==> config.mk <==
export PLATFORM = sky130hd
export DESIGN_NAME = hitomezashi_pattern_gen
export DESIGN_NICKNAME = d
export VERILOG_FILES = /design/src/rtl/hitomezashi_pattern_gen.sv
export SDC_FILE = /design/constraint.sdc
export NUM_CORES = 1
export LEC_CHECK = 0
export ABC_AREA = 1
export BUFFER_PORTS_ARGS = -buffer_cell sky130_fd_sc_hd__buf_4
export CELL_PAD_IN_SITES_DETAIL_PLACEMENT = 1
export CELL_PAD_IN_SITES_GLOBAL_PLACEMENT = 2
export CORE_UTILIZATION = 31
export CTS_CLUSTER_SIZE = 25
export DETAILED_ROUTE_END_ITERATION = 8
export PLACE_DENSITY_LB_ADDON = 0.1
export SLEW_MARGIN = 20
export SYNTH_ARGS = -nofsm -noshare
export SYNTH_HDL_FRONTEND = slang
export SYNTH_SLANG_ARGS = --single-unit
==> constraint.sdc <==
create_clock -name CLK -period 4.01 [get_ports CLK]
set_clock_uncertainty 0.1 [all_clocks]
set_input_delay 0.6015 -clock CLK [delete_from_list [all_inputs] [get_ports CLK]]
set_output_delay 0.6015 -clock CLK [all_outputs]
set_load 0.02 [all_outputs]
==> src/rtl/hitomezashi_pattern_gen.sv <==
// Hitomezashi stitch-pattern pixel shader: registered FG/BG colour per pixel, with scrolling and serially reloadable seeds.
// Build macro HITOMEZASHI_LFSR_EN: scroll shifts in a 16-bit LFSR bit instead of rotating the pattern.
module hitomezashi_pattern_gen #(
  parameter int unsigned CELL_LOG2    = 5,
  parameter int unsigned V_LINES_LOG2 = 6,
  parameter int unsigned H_LINES_LOG2 = 5,
  parameter logic [(2**V_LINES_LOG2)-1:0] V_SEED = 64'h5A5A_5A5A_5A5A_5A5A,
  parameter logic [(2**H_LINES_LOG2)-1:0] H_SEED = 32'h0000_0001,
  parameter int unsigned DELAY_COUNT  = 15000000,
  parameter logic [23:0] FG_RGB       = 24'hFFFF00,
  parameter logic [23:0] BG_RGB       = 24'h0000FF
) (
  input  logic               CLK,
  input  logic               RST,
  input  logic signed [15:0] i_x,
  input  logic signed [15:0] i_y,
  input  logic               i_pix_valid,
  input  logic [1:0]         i_mode,
  input  logic               i_load_valid,
  input  logic               i_load_sel,
  input  logic               i_load_bit,
  output logic [7:0]         o_red,
  output logic [7:0]         o_green,
  output logic [7:0]         o_blue,
  output logic               o_pix_valid
);

  localparam int unsigned V     = 2**V_LINES_LOG2;
  localparam int unsigned H     = 2**H_LINES_LOG2;
  localparam int unsigned CNT_W = (DELAY_COUNT > 1) ? $clog2(DELAY_COUNT) : 1;

  logic [CNT_W-1:0]        cnt;
  logic                    tick;
  logic [V-1:0]            v_pat, v_nxt;
  logic [H-1:0]            h_pat, h_nxt;
  logic                    v_fill, h_fill;
  logic [V_LINES_LOG2-1:0] vidx;
  logic [H_LINES_LOG2-1:0] hidx;
  logic                    v_line, h_line, v_on, h_on, stitch;
  logic                    unused_coord;

  // Scroll tick: one cycle pulse on the wrap of a 0..DELAY_COUNT-1 counter
  assign tick = (cnt == CNT_W'(DELAY_COUNT - 1));

  always_ff @(posedge CLK or posedge RST) begin
    if (RST)       cnt <= '0;
    else if (tick) cnt <= '0;
    else           cnt <= cnt + CNT_W'(1);
  end

`ifdef HITOMEZASHI_LFSR_EN
  logic [15:0] lfsr;
  logic        lfsr_fb;

  // x^16+x^14+x^13+x^11+1, right-shifting Fibonacci form; nonzero seed keeps it out of the lock-up state
  assign lfsr_fb = lfsr[0] ^ lfsr[2] ^ lfsr[3] ^ lfsr[5];

  always_ff @(posedge CLK or posedge RST) begin
    if (RST)       lfsr <= 16'hACE1;
    else if (tick) lfsr <= {lfsr_fb, lfsr[15:1]};
  end

  assign v_fill = lfsr[0];
  assign h_fill = lfsr[0];
`else
  assign v_fill = v_pat[V-1];
  assign h_fill = h_pat[H-1];
`endif

  // Load has priority over scroll for the selected pattern only
  always_comb begin
    v_nxt = v_pat;
    h_nxt = h_pat;
    if (i_load_valid && !i_load_sel) v_nxt = {v_pat[V-2:0], i_load_bit};
    else if (tick && i_mode[0])      v_nxt = {v_pat[V-2:0], v_fill};
    if (i_load_valid && i_load_sel)  h_nxt = {h_pat[H-2:0], i_load_bit};
    else if (tick && i_mode[1])      h_nxt = {h_pat[H-2:0], h_fill};
  end

  always_ff @(posedge CLK or posedge RST) begin
    if (RST) begin
      v_pat <= V_SEED;
      h_pat <= H_SEED;
    end else begin
      v_pat <= v_nxt;
      h_pat <= h_nxt;
    end
  end

  // Grid decode on the two's-complement low bits, so negative coordinates wrap
  assign v_line = (i_x[CELL_LOG2-1:0] == '0);
  assign h_line = (i_y[CELL_LOG2-1:0] == '0);
  assign vidx   = i_x[CELL_LOG2 +: V_LINES_LOG2];
  assign hidx   = i_y[CELL_LOG2 +: H_LINES_LOG2];
  assign v_on   = i_y[CELL_LOG2] ^ v_pat[vidx];
  assign h_on   = i_x[CELL_LOG2] ^ h_pat[hidx];
  assign stitch = (v_line & v_on) | (h_line & h_on);

  assign unused_coord = ^{i_x, i_y};

  always_ff @(posedge CLK or posedge RST) begin
    if (RST) begin
      o_red       <= '0;
      o_green     <= '0;
      o_blue      <= '0;
      o_pix_valid <= 1'b0;
    end else begin
      {o_red, o_green, o_blue} <= stitch ? FG_RGB : BG_RGB;
      o_pix_valid              <= i_pix_valid;
    end
  end

endmodule

==> results of run 1 <==
## power groups by stage
stage / Clock, mW / Sequential [mW] / Combinational, mW
floorplan: 0 / 1.46 / 0.264
global placement: 0 / 1.47 / 0.356
detailed placement: 0 / 1.48 / 0.367
CTS: 1.67 / 1.46 / 0.369
global route: 1.73 / 1.48 / 0.418
finish: 1.62 / 1.46 / 0.359
## worst max-delay path, stage by stage, from the launching register on
cell	delay, ns
dfrtp_1	0.37
ha_1	0.19
nand2_1	0.11
nor2_4	0.15
nand2_1	0.12
nor2_2	0.14
nand4_1	0.15
clkinv_2	0.16
nand2_1	0.11
nand2_2	0.42
buf_12	0.25
nor2_1	0.05
a31oi_1	0.14
## routing by layer
layer | part of all wire | vias up | global-route usage
met5 | 0 | - | 0
met4 | 0.0081 | 0 | 0.0431
met3 | 0.025 | 10 | 0.0384
met2 | 0.47 | 72 | 0.286
met1 | 0.50 | 2712 | 0.237
li1 | - | 2690 | -
## worst paths after layout
path | startpoint | endpoint | slack [ns]
worst max-delay path | cnt[0] | h_pat[0] | 1.46
worst min-delay path | i_pix_valid | o_pix_valid | 0.19
worst max register to register | cnt[0] | h_pat[0] | 1.46
worst min register to register | cnt[0] | cnt[0] | 0.36
max in group asynchronous | RST | v_pat[6] | 2.71
min in group asynchronous | RST | cnt[3] | 0.23
## layout make-up
class                   instances  area [um^2]
clock buffers                  22          484
clock inverters                10          139
fillers                      2383        12300
inverters                      56          214
multi-input cells             582         2620
flip-flops and latches        123         3120
well taps                     265          332
repair buffers                 61          495
## per-stage QoR
| stage | total power, mW | area, um^2 |
|---|---|---|
| after floorplan | 1.72 | 6330 |
| after global placement | 1.83 | 6780 |
| after detailed placement | 1.84 | 6780 |
| after CTS | 3.50 | 7400 |
| after global routing | 3.62 | 7400 |
| final | 3.44 | 7400 |
## cells in the final DEF (no fill, tap or decap), types with 4 or more instances in the layout
cell	n
clkbuf_16	17
o21ai_0	39
xor2_1	6
clkinvlp_4	4
dfstp_2	33
nor2_1	45
inv_1	52
nand2_1	268
nand3_1	141
buf_4	58
dfrtp_1	90
clkbuf_8	4
a21oi_1	39
nand4_1	7
nor4_1	4
nor3_1	12
## state kept, by name, indices dropped and copies added, names as in the netlist
signal,count
o_blue,1
o_green,1
o_pix_valid,1
h_pat,32
cnt,24
v_pat,64
## logic make-up (layout without fill, tap and decap cells)
logic type      Yosys count  count (layout)  synth area share
simple gates            490             490             0.333
flops                   123             123             0.493
buf+inv                 120             149            0.0937
compound gates           84              84            0.0686
xor+xnor                  7               7           0.00968
fa+ha+maj                 1               1           0.00198
==> flow_summary.json, run 1 <==
{
  "status": "completed",
  "synth_area_um2": 6330,
  "cts_resized": 0,
  "layout.cells.non_filler": 1119,
  "ctsHoldBuffers": 0,
  "synth_warnings": 0,
  "antenna_found_initial": 0,
  "p_per_area_nw_per_um2": 464,
  "cts_sinks": 123,
  "fin_crit_sh": 0.637,
  "fin_setup_tns_ns": 0,
  "fin_ws_ns": 1.46,
  "postRouteAntennaNets": 0,
  "worst_pin_slew_ns": 0.794,
  "core.rowCount": 51,
  "via_per_inst": 4.90,
  "place_congestion": 0.782,
  "htreeDepth": 4,
  "critPathRequiredTime_ns": 4.25,
  "rsz0062_at_grt": "false",
  "synth-seq-cells": 123,
  "cts_tree": "done",
  "grt_pass1_vias": 5740,
  "seq_power_share": 0.424,
  "start_kind": "register",
  "drtIter0Drc": 281,
  "holdCritPathClass": "in2reg",
  "root_buffer": "clkbuf_16",
  "core_um2": 19700,
  "drc": 0,
  "leakagePower_nw": 3.54,
  "fp.dieW_um": 145,
  "final_util": 0.376,
  "p_int_mw": 2.55,
  "cts_setup_buffers": 0,
  "syn_avg_cell_area_um2": 7.67,
  "worstPathArrival_ns": 2.80,
  "setup.worst_path.class": "reg2reg",
  "synth.most_common_cell": "nand2_1",
  "drive_gt1_frac": 0.159,
  "dieHeight_um": 145,
  "synth.top_cells.by_count": "nand2_1 (269), nand3_1 (141), dfrtp_1 (90)",
  "ir_drop_mv": 0.230,
  "clockBufferDepth": 2,
  "power_frac_comb": 0.104,
  "area_delta_synth_final_pct": 17.0,
  "drv_slew": 0,
  "synthArstFlopShare": 1.00,
  "synth_edf_count": 0,
  "relSlewSlack": 0.471,
  "route.vias.total": 5484,
  "avgRoutedWirePerCell_um": 15.4,
  "grt.total_usage": 0.176,
  "detailedPlace.worstSlack_ns": 1.40,
  "port_buffers": 53,
  "synth_flop_cell": "dfrtp_1",
  "holdWs_ns": 0.189,
  "dp_hpwl_um": 10700,
  "clk_pin_slew_ns": 0.06,
  "finalNetCount": 882,
  "hold_depth": 1,
  "cts_buffers": 17,
  "power_switching_uw": 884,
  "wirelength_um": 17200,
  "yosysTopAreaCell": "dfrtp_1",
  "setup_viol": 0,
  "synth.net_count": 866,
  "fin_crit_ns": 2.55,
  "synth.distinct_cells": 35,
  "reg2reg_depth": 12,
  "first_pass_iters": 4,
  "grt_pass1_wl_um": 29800,
  "dieArea_um2": 21000,
  "cp-end-kind": "register",
  "grt.overflow.total": 0,
  "final_hold_viol_count": 0,
  "synth-seq-area-share": 0.493,
  "dp_cells": 1087,
  "diodes": 0,
  "clock_latency_ns": 0.42,
  "crit_fanout": 33,
  "netSwitchingFraction": 0.257,
  "synth_area_leaders": "dfrtp_1 (36%), nand2_1 (16%), dfstp_2 (14%)",
  "yosysTopAreaCellShare": 0.356,
  "initial_core_util": 0.321,
  "cap_violations": 0,
  "pwr-share-clk": 0.471,
  "fmax_mhz": 392,
  "grt_max_degree": 68,
  "synthCells": 825,
  "io_pins": 65
}
(Power assumes the default switching activity.)
==> inputs of run 2 (changes only) <==
--- a/config.mk
+++ b/config.mk
@@ -9,7 +9,7 @@
 export BUFFER_PORTS_ARGS = -buffer_cell sky130_fd_sc_hd__buf_4
 export CELL_PAD_IN_SITES_DETAIL_PLACEMENT = 1
 export CELL_PAD_IN_SITES_GLOBAL_PLACEMENT = 2
-export CORE_UTILIZATION = 31
+export CORE_UTILIZATION = 35
 export CTS_CLUSTER_SIZE = 25
 export DETAILED_ROUTE_END_ITERATION = 8
 export PLACE_DENSITY_LB_ADDON = 0.1
==> constraint.sdc (replaced) <==
create_clock -name CLK -period 2.67 [get_ports CLK]
set_clock_uncertainty 0.1 [all_clocks]
set_input_delay 0.4005 -clock CLK [delete_from_list [all_inputs] [get_ports CLK]]
set_output_delay 0.4005 -clock CLK [all_outputs]
set_load 0.02 [all_outputs]
==> run 2 against run 1 <==
Core utilization up 5.0 points. Fmax up 14%. Via count up 0.27%. Register-to-register slack worse by 1.0 ns. Final area up 0.47%. Sequential power up 50%. Highest routed layer unchanged.
==> flow_summary.json, run 2 (synthesis gave the netlist of run 1 again) <==
{
  "p_per_area_nw_per_um2": 701,
  "initial_core_util": 0.362,
  "drv_slew": 0,
  "drtIter0Drc": 236,
  "reg2reg_depth": 12,
  "finalNetCount": 888,
  "setup.worst_path.class": "reg2reg",
  "layout_commonest_cell": "nand2_1",
  "cts_setup_buffers": 0,
  "fin_crit_ns": 2.24,
  "postRouteAntennaNets": 0,
  "dieHeight_um": 136,
  "timing.rr.end": "v_pat[0]",
  "route.vias.total": 5499,
  "ctsHoldBuffers": 1,
  "setup_viol": 0,
  "relSlewSlack": 0.608,
  "rsz0062_at_grt": "false",
  "diodes": 0,
  "worst_path_most_repeated_cell": "nand2_1",
  "area_delta_synth_final_pct": 17.5,
  "place_congestion": 0.797,
  "clk_pin_slew_ns": 0.06,
  "crit_chain": "ha_1 > nand2_1 > nor2_4 > nand2_1 > nor2_2 > nand4_1 > clkinv_2 > nand2_4 > nand2_2 > buf_12 > nor2_1 > a31oi_1",
  "cap_violations": 0,
  "status": "completed",
  "top_register": "v_pat",
  "holdCritPathClass": "in2async",
  "core_um2": 17500,
  "cts_buffers": 17,
  "fin_crit_sh": 0.839,
  "fin_setup_tns_ns": 0,
  "cp-end-kind": "register",
  "leakagePower_nw": 3.58,
  "clock_latency_ns": 0.42,
  "cts_sinks": 123,
  "grt_pass1_vias": 5604,
  "worstReg2RegStart": "cnt[0]",
  "cts_resized": 0,
  "worst_pin_slew_ns": 0.580,
  "p_total_mw": 5.22,
  "antenna_found_initial": 0,
  "dp_hpwl_um": 10600,
  "crit_slowest_cell": "dfrtp_1",
  "seqCellArea_um2": 3120,
  "cts_tree": "done",
  "root_buffer": "clkbuf_16",
  "nFillCells": 2132,
  "port_buffers": 53,
  "worstPathArrival_ns": 2.47,
  "grt.total_usage": 0.197,
  "crit_fanout": 67,
  "top_regs": "v_pat: 64 flops, h_pat: 32 flops, cnt: 24 flops",
  "multi_input_area_um2": 2620,
  "grt_max_degree": 84,
  "critPathRequiredTime_ns": 2.90,
  "htreeDepth": 4,
  "avgRoutedWirePerCell_um": 15.4,
  "first_pass_iters": 4,
  "io_pins": 65,
  "start_kind": "register",
  "ir_drop_mv": 0.439,
  "fmax_mhz": 447,
  "drive_gt1_frac": 0.165,
  "final_hold_viol_count": 0,
  "via_per_inst": 5.07,
  "most-common-layout-cells": "nand2_1 (268), nand3_1 (141), dfrtp_1 (90)",
  "crit_path_start": "cnt[0]",
  "clockBufferDepth": 2,
  "worst_path_largest_cell_delay_ns": 0.36,
  "fp.dieW_um": 136,
  "wirelength_um": 16700,
  "dieArea_um2": 18600,
  "largest_reg_flops": 64,
  "core.rowCount": 48,
  "drc": 0,
  "grt_pass1_wl_um": 28400,
  "grt.overflow.total": 0,
  "rrSetupSlack_ns": 0.43
}
==> run 2: worst max-delay path, delay by kind of cell (launching register included) <==
family          cells  cell delay (ns)
compound gates      1             0.14
simple gates        8             0.91
flops               1             0.36
buf+inv             2             0.45
fa+ha+maj           1             0.19
==> run 2: layout make-up <==
cell class,count,area share
inverters,56,0.0289
clock inverters,14,0.0262
well taps,225,0.0378
repair buffers,67,0.0764
clock buffers,18,0.0590
flip-flops and latches,123,0.419
multi-input cells,582,0.352
==> run 2: report_power, final <==
part	internal [mW]	total, mW	switching [mW]
logic	0.204	0.544	0.340
registers	2.07	2.19	0.120
clock network	1.59	2.48	0.890
total	3.87	5.22	1.35
==> run 2: stage by stage <==
stage | instances | utilization | hold slack, ns | worst slack (ns) | area [um^2]
2_1_floorplan | 825 | - | 0.325 | 0.685 | 6330
3_3_place_gp | 1052 | 0.389 | 0.343 | 0.447 | 6800
3_5_place_dp | 1052 | 0.389 | 0.351 | 0.407 | 6800
4_1_cts | 1085 | 0.426 | 0.0540 | 0.388 | 7440
5_1_grt | 1085 | 0.426 | 0.0732 | 0.160 | 7440
6_report | 1085 | 0.426 | 0.0216 | 0.431 | 7440
==> run 2: worst max path at each step <==
stage                      endpoint  slack (ns)  depth (start not counted)
after global routing       h_pat[0]        0.16                         12
after detailed placement   v_pat[0]        0.41                         12
final                      v_pat[0]        0.43                         12
after CTS                  v_pat[0]        0.39                         12
after floorplan              cnt[0]        0.69                          1
after global placement    o_blue[6]        0.45                         14
==> run 2: metal layers <==
layer,share of wire,GRT usage,vias up
met1,0.49,0.267,2708
li1,-,-,2701
met4,0.0066,0.0506,0
met5,0,0,-
met3,0.031,0.0430,11
met2,0.48,0.317,79
